$ cat src/rtl/mem_ctrl_pkg.sv
// Shared types and constants for the data-memory access controller.
// Used by mem_access_ctrl and load_formatter.
package mem_ctrl_pkg;

  typedef enum logic [1:0] {
    IDLE,
    ACCESS,
    RESP
  } state_t;

  localparam logic [3:0] BE_WORD  = 4'hF;
  localparam logic [3:0] BE_BYTE0 = 4'b0001;
  localparam int         LANE_W   = 2;

  function automatic logic [3:0] lane_be(
    input logic              is_byte,
    input logic [LANE_W-1:0] lane
  );
    return is_byte ? (BE_BYTE0 << lane) : BE_WORD;
  endfunction

endpackage

$ cat src/rtl/load_formatter.sv
// Formats raw memory read data into the load result.
// Byte loads pick one lane and zero-fill; word loads pass through.
module load_formatter
  import mem_ctrl_pkg::*;
#(
  parameter int DATA_W = 32
) (
  input  logic [DATA_W-1:0] rdata,
  input  logic [LANE_W-1:0] lane,
  input  logic              is_byte,
  output logic [DATA_W-1:0] fmt
);

  logic [7:0] sel;

  // Select the addressed byte lane and zero-extend for lbu
  always_comb begin
    sel = rdata[{lane, 3'b000} +: 8];
    fmt = is_byte ? {{(DATA_W-8){1'b0}}, sel} : rdata;
  end

endmodule

$ cat src/rtl/mem_access_ctrl.sv
// Data-memory access sequencer: IDLE -> ACCESS -> RESP.
// Optional MISALIGN_CHECK_EN flags misaligned word accesses.
module mem_access_ctrl
  import mem_ctrl_pkg::*;
#(
  parameter int DATA_W      = 32,
  parameter int ADDR_W      = 32,
  parameter int WAIT_CYCLES = 2
) (
  input  logic              Clk,
  input  logic              Rst,
  input  logic              req_valid,
  output logic              req_ready,
  input  logic              req_we,
  input  logic              req_byte,
  input  logic [ADDR_W-1:0] req_addr,
  input  logic [DATA_W-1:0] req_wdata,
  output logic              mem_en,
  output logic              mem_we,
  output logic [3:0]        mem_be,
  output logic [ADDR_W-1:0] mem_addr,
  output logic [DATA_W-1:0] mem_wdata,
  input  logic [DATA_W-1:0] mem_rdata,
  output logic              resp_valid,
  output logic [DATA_W-1:0] resp_data,
  output logic              resp_err,
  output logic              busy
);

  localparam logic [3:0] LAST = 4'(WAIT_CYCLES - 1);

  state_t            state;
  state_t            state_nx;
  logic [3:0]        cnt;
  logic              we_q;
  logic              byte_q;
  logic [ADDR_W-1:0] addr_q;
  logic [DATA_W-1:0] wdata_q;
  logic [DATA_W-1:0] rdata_q;
  logic [DATA_W-1:0] fmt;
  logic              accept;

`ifdef MISALIGN_CHECK_EN
  logic misalign;
  logic err_q;

  assign misalign = !req_byte && (req_addr[1:0] != 2'b00);
`endif

  assign accept    = req_valid && req_ready;
  assign mem_addr  = {addr_q[ADDR_W-1:2], 2'b00};
  assign resp_data = rdata_q;

  load_formatter #(
    .DATA_W(DATA_W)
  ) u_fmt (
    .rdata  (mem_rdata),
    .lane   (addr_q[LANE_W-1:0]),
    .is_byte(byte_q),
    .fmt    (fmt)
  );

  // State register
  always_ff @(posedge Clk) begin
    if (Rst) state <= IDLE;
    else     state <= state_nx;
  end

  // Next-state and memory/response outputs
  always_comb begin
    state_nx   = state;
    req_ready  = 1'b0;
    busy       = 1'b1;
    mem_en     = 1'b0;
    mem_we     = 1'b0;
    mem_be     = '0;
    mem_wdata  = '0;
    resp_valid = 1'b0;
    resp_err   = 1'b0;
    unique case (state)
      IDLE: begin
        req_ready = 1'b1;
        busy      = 1'b0;
        if (req_valid) begin
`ifdef MISALIGN_CHECK_EN
          state_nx = misalign ? RESP : ACCESS;
`else
          state_nx = ACCESS;
`endif
        end
      end
      ACCESS: begin
        mem_en    = 1'b1;
        mem_we    = we_q;
        mem_be    = lane_be(byte_q, addr_q[LANE_W-1:0]);
        mem_wdata = byte_q ? {(DATA_W/8){wdata_q[7:0]}}
                           : wdata_q;
        if (cnt == LAST) state_nx = RESP;
      end
      RESP: begin
        resp_valid = 1'b1;
`ifdef MISALIGN_CHECK_EN
        resp_err   = err_q;
`endif
        state_nx   = IDLE;
      end
      default: state_nx = IDLE;
    endcase
  end

  // Request latch, wait counter and response capture
  always_ff @(posedge Clk) begin
    if (Rst) begin
      cnt     <= '0;
      we_q    <= 1'b0;
      byte_q  <= 1'b0;
      addr_q  <= '0;
      wdata_q <= '0;
      rdata_q <= '0;
    end else if (accept) begin
      cnt     <= '0;
      we_q    <= req_we;
      byte_q  <= req_byte;
      addr_q  <= req_addr;
      wdata_q <= req_wdata;
      rdata_q <= '0;
    end else if (state == ACCESS) begin
      cnt <= cnt + 4'd1;
      if (cnt == LAST) rdata_q <= we_q ? '0 : fmt;
    end
  end

`ifdef MISALIGN_CHECK_EN
  // Error flag for the pending response
  always_ff @(posedge Clk) begin
    if (Rst)         err_q <= 1'b0;
    else if (accept) err_q <= misalign;
  end
`endif

endmodule

$ cat config.mk
export PLATFORM = sky130hd
export DESIGN_NAME = mem_access_ctrl
export DESIGN_NICKNAME = d
export VERILOG_FILES = /design/src/rtl/mem_ctrl_pkg.sv /design/src/rtl/load_formatter.sv /design/src/rtl/mem_access_ctrl.sv
export SDC_FILE = /design/constraint.sdc
export NUM_CORES = 1
export LEC_CHECK = 0
export ABC_CLOCK_PERIOD_IN_PS = 2500
export CORE_ASPECT_RATIO = 2
export CORE_MARGIN = 5
export CORE_UTILIZATION = 45
export DETAILED_ROUTE_END_ITERATION = 7
export HOLD_SLACK_MARGIN = 0.02
export PLACE_DENSITY = 0.91
export RECOVER_POWER = 100
export REMOVE_ABC_BUFFERS = 1
export SLEW_MARGIN = 15
export SYNTH_ARGS = -nofsm -noshare
export SYNTH_HDL_FRONTEND = slang
export SYNTH_SLANG_ARGS = --single-unit
export TNS_END_PERCENT = 100
$ cat constraint.sdc
create_clock -name Clk -period 2.5 [get_ports Clk]
set_input_delay 0.25 -clock Clk [delete_from_list [all_inputs] [get_ports Clk]]
set_output_delay 0.25 -clock Clk [all_outputs]
set_load 0.01 [all_outputs]
==> results of run 1 <==
==> timing repair <==
item | 4_1_cts | 5_1_grt
gates resized for setup | 0 | 1
endpoints found under the hold margin | 0 | 0
hold buffers | 0 | 0
setup endpoints to repair | 0 | 15
==> logic make-up (layout without fill, tap and decap cells) <==
family                   count (synthesis)  count (layout)
AO/OA/AOI/OAI                          186             186
flip-flops                             104             104
buffers and inverters                   93             237
AND/OR/NAND/NOR                        219             219
other                                    1               3
adder cells (fa/ha/maj)                  2               2
XOR/XNOR                                 2               2
multiplexers                             8               8
==> sequential cells by signal (all words and copies together) (netlist names) <==
signal and cells:
state 2, wdata_q 32, cnt 4, resp_data 32, byte_q 1, we_q 1, addr_q 32
==> layout by cell type, fill, tap and decap left out, drive strengths merged, types with 9 or more instances in the layout <==
cell type / netlist / final
clkdlybuf4s50: 0 / 112
dfxtp: 104 / 104
buf: 62 / 11
a21oi: 135 / 135
dlygate4sd3: 0 / 90
nand2: 141 / 141
and2: 9 / 9
nand4: 24 / 24
o21ai: 26 / 26
clkbuf: 27 / 14
nand2b: 29 / 29
a211oi: 9 / 9
==> stage by stage <==
stage / util / instance area [sq um] / total power [mW] / cells
finish: 0.6636 / 6909 / 3.954 / 898
global route: 0.6636 / 6909 / 4.121 / 898
CTS: 0.6643 / 6917 / 4.008 / 898
detailed placement: 0.6349 / 6610 / 2.582 / 882
global placement: 0.6349 / 6610 / 2.553 / 882
floorplan: - / 4267 / 2.123 / 528
==> where the power goes <==
| group | switching (mW) | leakage (nW) | internal [mW] |
|---|---|---|---|
| sequential | 0.0575 | 0.849 | 1.74 |
| combinational | 0.389 | 1.62 | 0.345 |
| clock | 0.619 | 0.145 | 0.807 |
| total | 1.07 | 2.61 | 2.89 |
==> critical path: stages (launching register included) <==
cell,delay (ps)
dfxtp_1,370
nand2b_2,230
clkbuf_4,330
a21oi_1,280
clkdlybuf4s50_1,580
==> worst max-delay path by stage <==
stage                     startpoint            end  cells after the start
after floorplan             state[0]         cnt[1]                      3
after global placement        byte_q  mem_wdata[30]                      4
after detailed placement      byte_q  mem_wdata[21]                      4
after CTS                     byte_q  mem_wdata[21]                      4
after global routing          byte_q  mem_wdata[21]                      4
final                       state[1]      mem_be[3]                      4
==> final cells by class <==
class                           count  area (sq um)
Fill cell                         883          3502
Timing Repair Buffer              217          2148
Multi-Input combinational cell    420          2185
Clock buffer                       10         239.0
Sequential cell                   104          2083
Inverter                            4         15.01
Tap cell                          137         171.4
Clock inverter                      6         67.56
==> metal layers <==
metal  vias up  GRT usage
met2       262     0.4307
met4         0     0.1941
met5         -          0
met1      2298     0.2385
met3        76    0.04925
li1       2331          -
==> impl_metrics.tcl, run 1 <==
set metrics [dict create \
    status "finished clean" \
    cap_viol_max_count 0 \
    fin_hold_ws_ps 321.0 \
    gp_congestion 0.8334 \
    skew_ps 9.022 \
    timing.rr.end "wdata_q[6]" \
    fin_ws_ps 91.76 \
    async_reset_ff_frac 0 \
    fin_crit_ps 2408 \
    drc 0 \
    fin_setup_tns_ps 0 \
    pre_cts_ws_ps 431.9 \
    start_kind "register" \
    arrival_ps 2160 \
    routed-wl-met3_mm 1.034 \
    gr-total-overflow 0 \
    ff2ff_setup_slack_ps 340 \
    cts_buffer_depth 2 \
    holdPathStages 2 \
    cp-end-kind "output pin" \
    cts.clk_slew.worst_paths_ps 70 \
    first_global_vias 5218 \
    ir_drop_mv 0.4625 \
    worstHoldStart "Rst" \
    dr.max_layer_used "met4" \
    synth.area.top_cells "dfxtp_1 44%, a21oi_1 14%, nand2_1 11%, buf_4 5.5%, nand2b_1 3.8%" \
    rows 53 \
    synth_top_cell_by_area "dfxtp_1" \
    grt_max_degree 68 \
    crit_type "reg -> out" \
    vias 4967 \
    synth.most_common_cell "nand2_1" \
    io_buffers 203 \
    drt-pass1-iter-count 5 \
    rsz0062_at_grt "no" \
    min_path_type "in -> reg" \
    wl_mm 15.94 \
    synth_cell_type_count 33 \
    yosys.area_share.simple 0.2139 \
    drive_gt1_frac 0.04993 \
    synth_cells 615 \
    worst-slew-pin-transition_ps 1337 \
    drt-met1-wl_mm 5.299 \
    gr-usage-all-layers 0.2459 \
    initial_core_util 0.4573 \
    worstPathMaxFanout 42 \
    ys_warn_count 0 \
    period_share 0.9633 \
    timing.rr.start "state[1]" \
    max_slew_margin 0.1090 \
    synth_area_per_cell_sq_um 7.741 \
    yosysSeqAreaShare 0.4373 \
    hpwl_mm 11.83 \
    whs_endpoint "wdata_q[7]" \
    setup_viol 0 \
    required_ps 2250 \
    p_per_area_nw_per_um2 572.2 \
    syn2layout_area_growth_pct 45.12 \
    die_area_sq_um 12860 \
    cts.htree.levels 3 \
    synth_edf_count 0 \
    post_drt_wl_per_cell_microns 17.75 \
    syn_area_sq_um 4761 \
    synth_top_area_share 0.4373 \
    p_leak_nw 2.613 \
    core-area_sq_um 10410 \
    die_h_microns 155.5 \
    cts_tree "yes" \
    synthXorXnorAreaFrac 0.003679 \
    die_width_microns 82.73 \
    hold_violations 0 \
    antenna_cells 0 \
    drt_iter0_markers 220 \
    grt_pass1_wl_mm 24.54 \
    synth_seq_cells 104 \
    root_buffer "clkbuf_16" \
    synth_compound_area_frac 0.2137 \
    yosys_most_used_dff "dfxtp_1" \
    clock-sinks 104 \
    final_nets 859 \
    slew_violations 0 \
    via_per_inst 5.531 \
    clkLatencyLatePin_ps 340 \
    met2_wirelength_mm 8.503 \
    synth_mux_area_frac 0.01682 \
    numCtsBuffers 9 \
    io_pins 207 \
    antenna_found_initial 0 \
    synthTopCellsByCount "141 x nand2_1, 135 x a21oi_1, 104 x dfxtp_1" \
    fmax_mhz 415.2 \
    synth_top_family_by_area "simple AND/OR/NAND/NOR gates" \
    antenna_left 0 \
    synthAdderAreaFrac 0.005256 \
    cts_setup_buffers 0 \
    r2r_cells 4 \
]
(Power assumes the default switching activity.)
==> run 2: changes to the inputs <==
--- a/config.mk
+++ b/config.mk
@@ -6,9 +6,9 @@
 export NUM_CORES = 1
 export LEC_CHECK = 0
 export ABC_CLOCK_PERIOD_IN_PS = 2500
-export CORE_ASPECT_RATIO = 2
 export CORE_MARGIN = 5
 export CORE_UTILIZATION = 45
+export CTS_CLUSTER_SIZE = 40
 export DETAILED_ROUTE_END_ITERATION = 7
 export HOLD_SLACK_MARGIN = 0.02
 export PLACE_DENSITY = 0.91
==> impl_metrics.tcl, run 2 (synthesized netlist as in run 1, its figures left out) <==
set metrics [dict create \
    status "finished clean" \
    numCtsBuffers 9 \
    holdPathStages 3 \
    worstPathMaxFanout 19 \
    fin_crit_ps 2383 \
    drc 0 \
    drive_gt1_frac 0.05490 \
    rsz0062_at_grt "no" \
    cts_buffer_depth 2 \
    io_buffers 203 \
    root_buffer "clkbuf_8" \
    dpl_cell_area_sq_um 6628 \
    drt-pass1-iter-count 8 \
    critPathBufInv 2 \
    clock-sinks 104 \
    cp_slowest_cell "dlygate4sd3_1" \
    cts_tree "yes" \
    start_kind "register" \
    antenna_left 0 \
    initial_core_util 0.4612 \
    slowest_delay_ps 650 \
    gr-total-overflow 0 \
    arrival_ps 2130 \
    ir_drop_mv 0.3904 \
    p_leak_nw 2.592 \
    multi_input_area_sq_um 2183 \
    nFillCells 842 \
    min_path_type "in -> reg" \
    layout_commonest_cell "nand2_1" \
    wl_mm 15.20 \
    drt_iter0_markers 444 \
    final_area_sq_um 6812 \
    skew_ps 12.19 \
    worst-slew-pin-transition_ps 1302 \
    grt_max_degree 69 \
    die_area_sq_um 12740 \
    io_pins 207 \
    period_share 0.9532 \
    antenna_cells 0 \
    gr-usage-all-layers 0.2276 \
    cts.clk_slew.worst_paths_ps 110 \
    first_global_vias 4820 \
    clkLatencyLatePin_ps 350 \
    rows 37 \
    die_h_microns 112.9 \
    core-area_sq_um 10320 \
    crit_type "reg -> out" \
    required_ps 2250 \
    vias 4886 \
    cap_viol_max_count 0 \
    r2r_cells 4 \
    fin_hold_ws_ps 432.8 \
    post_drt_wl_per_cell_microns 16.87 \
    fin_setup_tns_ps 0 \
    fmax_mhz 419.7 \
    gp_congestion 0.9061 \
    grt_pass1_wl_mm 23.76 \
    slew_violations 0 \
    setup_viol 0 \
    antenna_found_initial 0 \
    seqCellArea_sq_um 2083 \
    cp.depth 4 \
    cp-end-kind "output pin" \
    fin_util 0.6598 \
    die_width_microns 112.9 \
    final_cell_mix "141 x nand2_1, 135 x a21oi_1, 111 x clkdlybuf4s50_1" \
    p_per_area_nw_per_um2 518.9 \
    syn2layout_area_growth_pct 43.07 \
    hpwl_mm 11.25 \
    via_per_inst 5.423 \
    final_nets 864 \
    cts.htree.levels 3 \
    cp_top_family "buffers and inverters" \
    ff2ff_setup_slack_ps 330 \
    crit_chain "nand2b_4 -> buf_4 -> a21oi_1 -> dlygate4sd3_1" \
    max_slew_margin 0.1318 \
    hold_violations 0 \
]
-- run 2: what timing repair did --
action / 4_1_cts / 5_1_grt
resized for setup: 0 / 2
setup buffers: 0 / 0
setup endpoints to repair: 0 / 10
hold buffers: 0 / 0
-- run 2: worst paths after layout --
| check | endpoint | start |
|---|---|---|
| min reg2reg | addr_q[7] | addr_q[7] |
| max reg2reg | addr_q[24] | state[0] |
| max | mem_be[2] | state[0] |
| min | addr_q[14] | req_addr[14] |
-- run 2: metal layers --
layer | GRT usage | wire (microns) | vias to the layer above | part of all wire
li1 | - | - | 2342 | -
met1 | 0.2445 | 5543 | 2227 | 0.36
met2 | 0.4024 | 7352 | 289 | 0.48
met3 | 0.09733 | 1979 | 28 | 0.13
met4 | 0.07372 | 329 | 0 | 0.022
met5 | 0 | 0 | - | 0
-- run 2: power breakdown --
part	internal [mW]	total, mW	leakage, nW	switching [mW]
clock network	0.428	1.01	0.0972	0.585
registers	1.74	1.79	0.849	0.0592
logic	0.350	0.728	1.65	0.378
-- run 2: worst register-to-register path: cells and delay by family (launching register included) --
kind,cells,cell delay (ps)
and+or+nand+nor,2,820
buffers and inverters,1,700
DFF,1,400
AOI/OAI and AO/OA,1,100
-- run 2: per-stage QoR --
step / std cells / total power, mW / setup WS, ps
after floorplan: 528 / 2.123 / -306.3
after global placement: 886 / 2.557 / 484.4
after detailed placement: 886 / 2.581 / 458.6
after CTS: 901 / 3.588 / 55.89
after global routing: 901 / 3.714 / 28.69
final: 901 / 3.535 / 117.1
-- run 2: cell type report --
class                           count  share of cell area
Clock inverter                      4            0.005143
Clock buffer                       11             0.02223
Sequential cell                   104              0.3058
Multi-Input combinational cell    420              0.3205
Inverter                            4            0.002204
Tap cell                          136             0.02498
Timing Repair Buffer              222              0.3191
==> run 3: changes to the inputs <==
--- a/config.mk
+++ b/config.mk
@@ -5,15 +5,14 @@
 export SDC_FILE = /design/constraint.sdc
 export NUM_CORES = 1
 export LEC_CHECK = 0
-export ABC_CLOCK_PERIOD_IN_PS = 2500
+export ABC_CLOCK_PERIOD_IN_PS = 2100
 export CORE_MARGIN = 5
-export CORE_UTILIZATION = 45
+export CORE_UTILIZATION = 38
 export CTS_CLUSTER_SIZE = 40
 export DETAILED_ROUTE_END_ITERATION = 7
 export HOLD_SLACK_MARGIN = 0.02
-export PLACE_DENSITY = 0.91
+export PLACE_DENSITY = 0.82
 export RECOVER_POWER = 100
-export REMOVE_ABC_BUFFERS = 1
 export SLEW_MARGIN = 15
 export SYNTH_ARGS = -nofsm -noshare
 export SYNTH_HDL_FRONTEND = slang
==> constraint.sdc (replaced) <==
create_clock -name Clk -period 2.1 [get_ports Clk]
set_input_delay 0.21 -clock Clk [delete_from_list [all_inputs] [get_ports Clk]]
set_output_delay 0.21 -clock Clk [all_outputs]
set_load 0.01 [all_outputs]
==> impl_metrics.tcl, run 3 (synthesized netlist as in run 1, its figures left out) <==
set metrics [dict create \
    antenna_found_initial 0 \
    drt-pass1-iter-count 4 \
    slew_violations 0 \
    final_cell_mix "141 x nand2_1, 135 x a21oi_1, 110 x clkdlybuf4s50_1" \
    post_drt_wl_per_cell_microns 16.51 \
    die_width_microns 121.9 \
    worst-slew-pin-transition_ps 756.0 \
    setup_viol 0 \
    seqCellArea_sq_um 2086 \
    gr-usage-all-layers 0.2032 \
    nFillCells 1134 \
    cap_viol_max_count 0 \
    cts_tree "yes" \
    via_per_inst 5.052 \
    p_leak_nw 2.666 \
    hpwl_mm 10.92 \
    clkLatencyLatePin_ps 340 \
    timing.rr.start "cnt[0]" \
    root_buffer "clkbuf_16" \
    core-area_sq_um 12160 \
    max_slew_margin 0.4960 \
    arrival_ps 1800 \
    clock-sinks 104 \
    wl_mm 15.39 \
    numCtsBuffers 9 \
    cp.depth 4 \
    min_path_type "in -> reg" \
    cts.htree.levels 3 \
    timing.rr.end "resp_data[21]" \
    cp_slowest_cell "clkdlybuf4s50_1" \
    antenna_cells 0 \
    first_global_vias 4496 \
    period_share 0.9593 \
    drive_gt1_frac 0.05497 \
    grt_pass1_wl_mm 23.62 \
    slowest_delay_ps 550 \
    antenna_left 0 \
    dpl_cell_area_sq_um 6679 \
    hold_violations 0 \
    cts.clk_slew.worst_paths_ps 70 \
    fin_hold_ws_ps 402.3 \
    r2r_cells 5 \
    p_per_area_nw_per_um2 705.2 \
    cp-end-kind "output pin" \
    cts_buffer_depth 2 \
    cp_top_family "buffers and inverters" \
    fin_crit_ps 2015 \
    initial_core_util 0.3915 \
    die_area_sq_um 14870 \
    final_nets 863 \
    rsz0062_at_grt "no" \
    final_area_sq_um 6943 \
    status "finished clean" \
    gp_congestion 0.7998 \
    vias 4708 \
    drc 0 \
    crit_chain "nand2b_2 -> buf_4 -> a21oi_1 -> clkdlybuf4s50_1" \
    required_ps 1890 \
    multi_input_area_sq_um 2185 \
    gr-total-overflow 0 \
    cp-endpoint "mem_be[2]" \
    fin_setup_tns_ps 0 \
    cts_setup_buffers 0 \
    rows 40 \
    io_pins 207 \
    io_buffers 203 \
    ff2ff_setup_slack_ps 160 \
    crit_type "reg -> out" \
    crit_start "state[1]" \
    ir_drop_mv 0.6397 \
    skew_ps 5.257 \
    critPathBufInv 2 \
    drt_iter0_markers 457 \
    worstPathMaxFanout 11 \
    layout_commonest_cell "nand2_1" \
    die_h_microns 121.9 \
    fmax_mhz 496.4 \
    start_kind "register" \
    syn2layout_area_growth_pct 45.83 \
    grt_max_degree 69 \
]
[run 3: cell types whose count changed in the layout (fill, tap and decap cells not counted), sizes merged]
cell           change
bufinv             +3
dlygate4sd3       -27
clkbuf             +7
dlygate4sd2       +19
buf                -1
dlymetal6s2s       +1
clkdlybuf4s50      -1
inv                -4
clkdlybuf4s25      +2
[run 3: worst min path at each step]
stage                            start          to  slack [ps]  depth (start not counted)
final                     req_addr[24]  addr_q[24]         400                          3
after global routing      req_wdata[9]  wdata_q[9]         380                          3
after CTS                 req_wdata[9]  wdata_q[9]         390                          3
after detailed placement    addr_q[22]  addr_q[22]         450                          2
after global placement       addr_q[9]   addr_q[9]         440                          2
after floorplan           req_addr[10]  addr_q[10]         350                          2
[run 3: worst min-delay path: cells and delay by family]
kind | cells | cell delay, ps
buffers and inverters | 1 | 400
and+or+nand+nor | 1 | 50
AOI/OAI and AO/OA | 1 | 50
[run 3: what timing repair did]
item | CTS | global route
resized for setup | 22 | 10
hold buffers | 0 | 0
endpoints found under the setup margin | 36 | 9
[run 3: where the power goes]
group / leakage, nW / internal, mW / switching, mW / total (mW)
Clock: 0.163 / 1.19 / 0.714 / 1.91
Combinational: 1.65 / 0.405 / 0.457 / 0.863
Sequential: 0.850 / 2.07 / 0.0599 / 2.13
Total: 2.67 / 3.66 / 1.23 / 4.90
[run 3: cell type report]
| class | instances | share of cell area |
|---|---|---|
| multi-input combinational | 420 | 0.3147 |
| inverter | 4 | 0.002523 |
| sequential | 104 | 0.3004 |
| timing repair buffer | 221 | 0.3037 |
| tap | 168 | 0.03028 |
| clock inverter | 3 | 0.01298 |
| clock buffer | 12 | 0.03550 |
[run 3: layer usage]
metal  up-vias  share of wire  global-route usage
met5         -              0                   0
met4         0          0.012             0.04202
met3        14           0.11             0.08589
met2       203           0.49              0.3481
met1      2152           0.39              0.2381
li1       2339              -                   -
[run 3: metrics by stage]
step                        util  worst slack (ps)  instances  total power [mW]
after floorplan                -             536.4        617             2.649
after global placement    0.5492             278.5        917             3.070
after detailed placement  0.5492             217.7        917             3.076
after CTS                 0.5753             3.838        932             4.993
after global routing      0.5709            0.6817        932             5.135
final                     0.5709             85.39        932             4.896
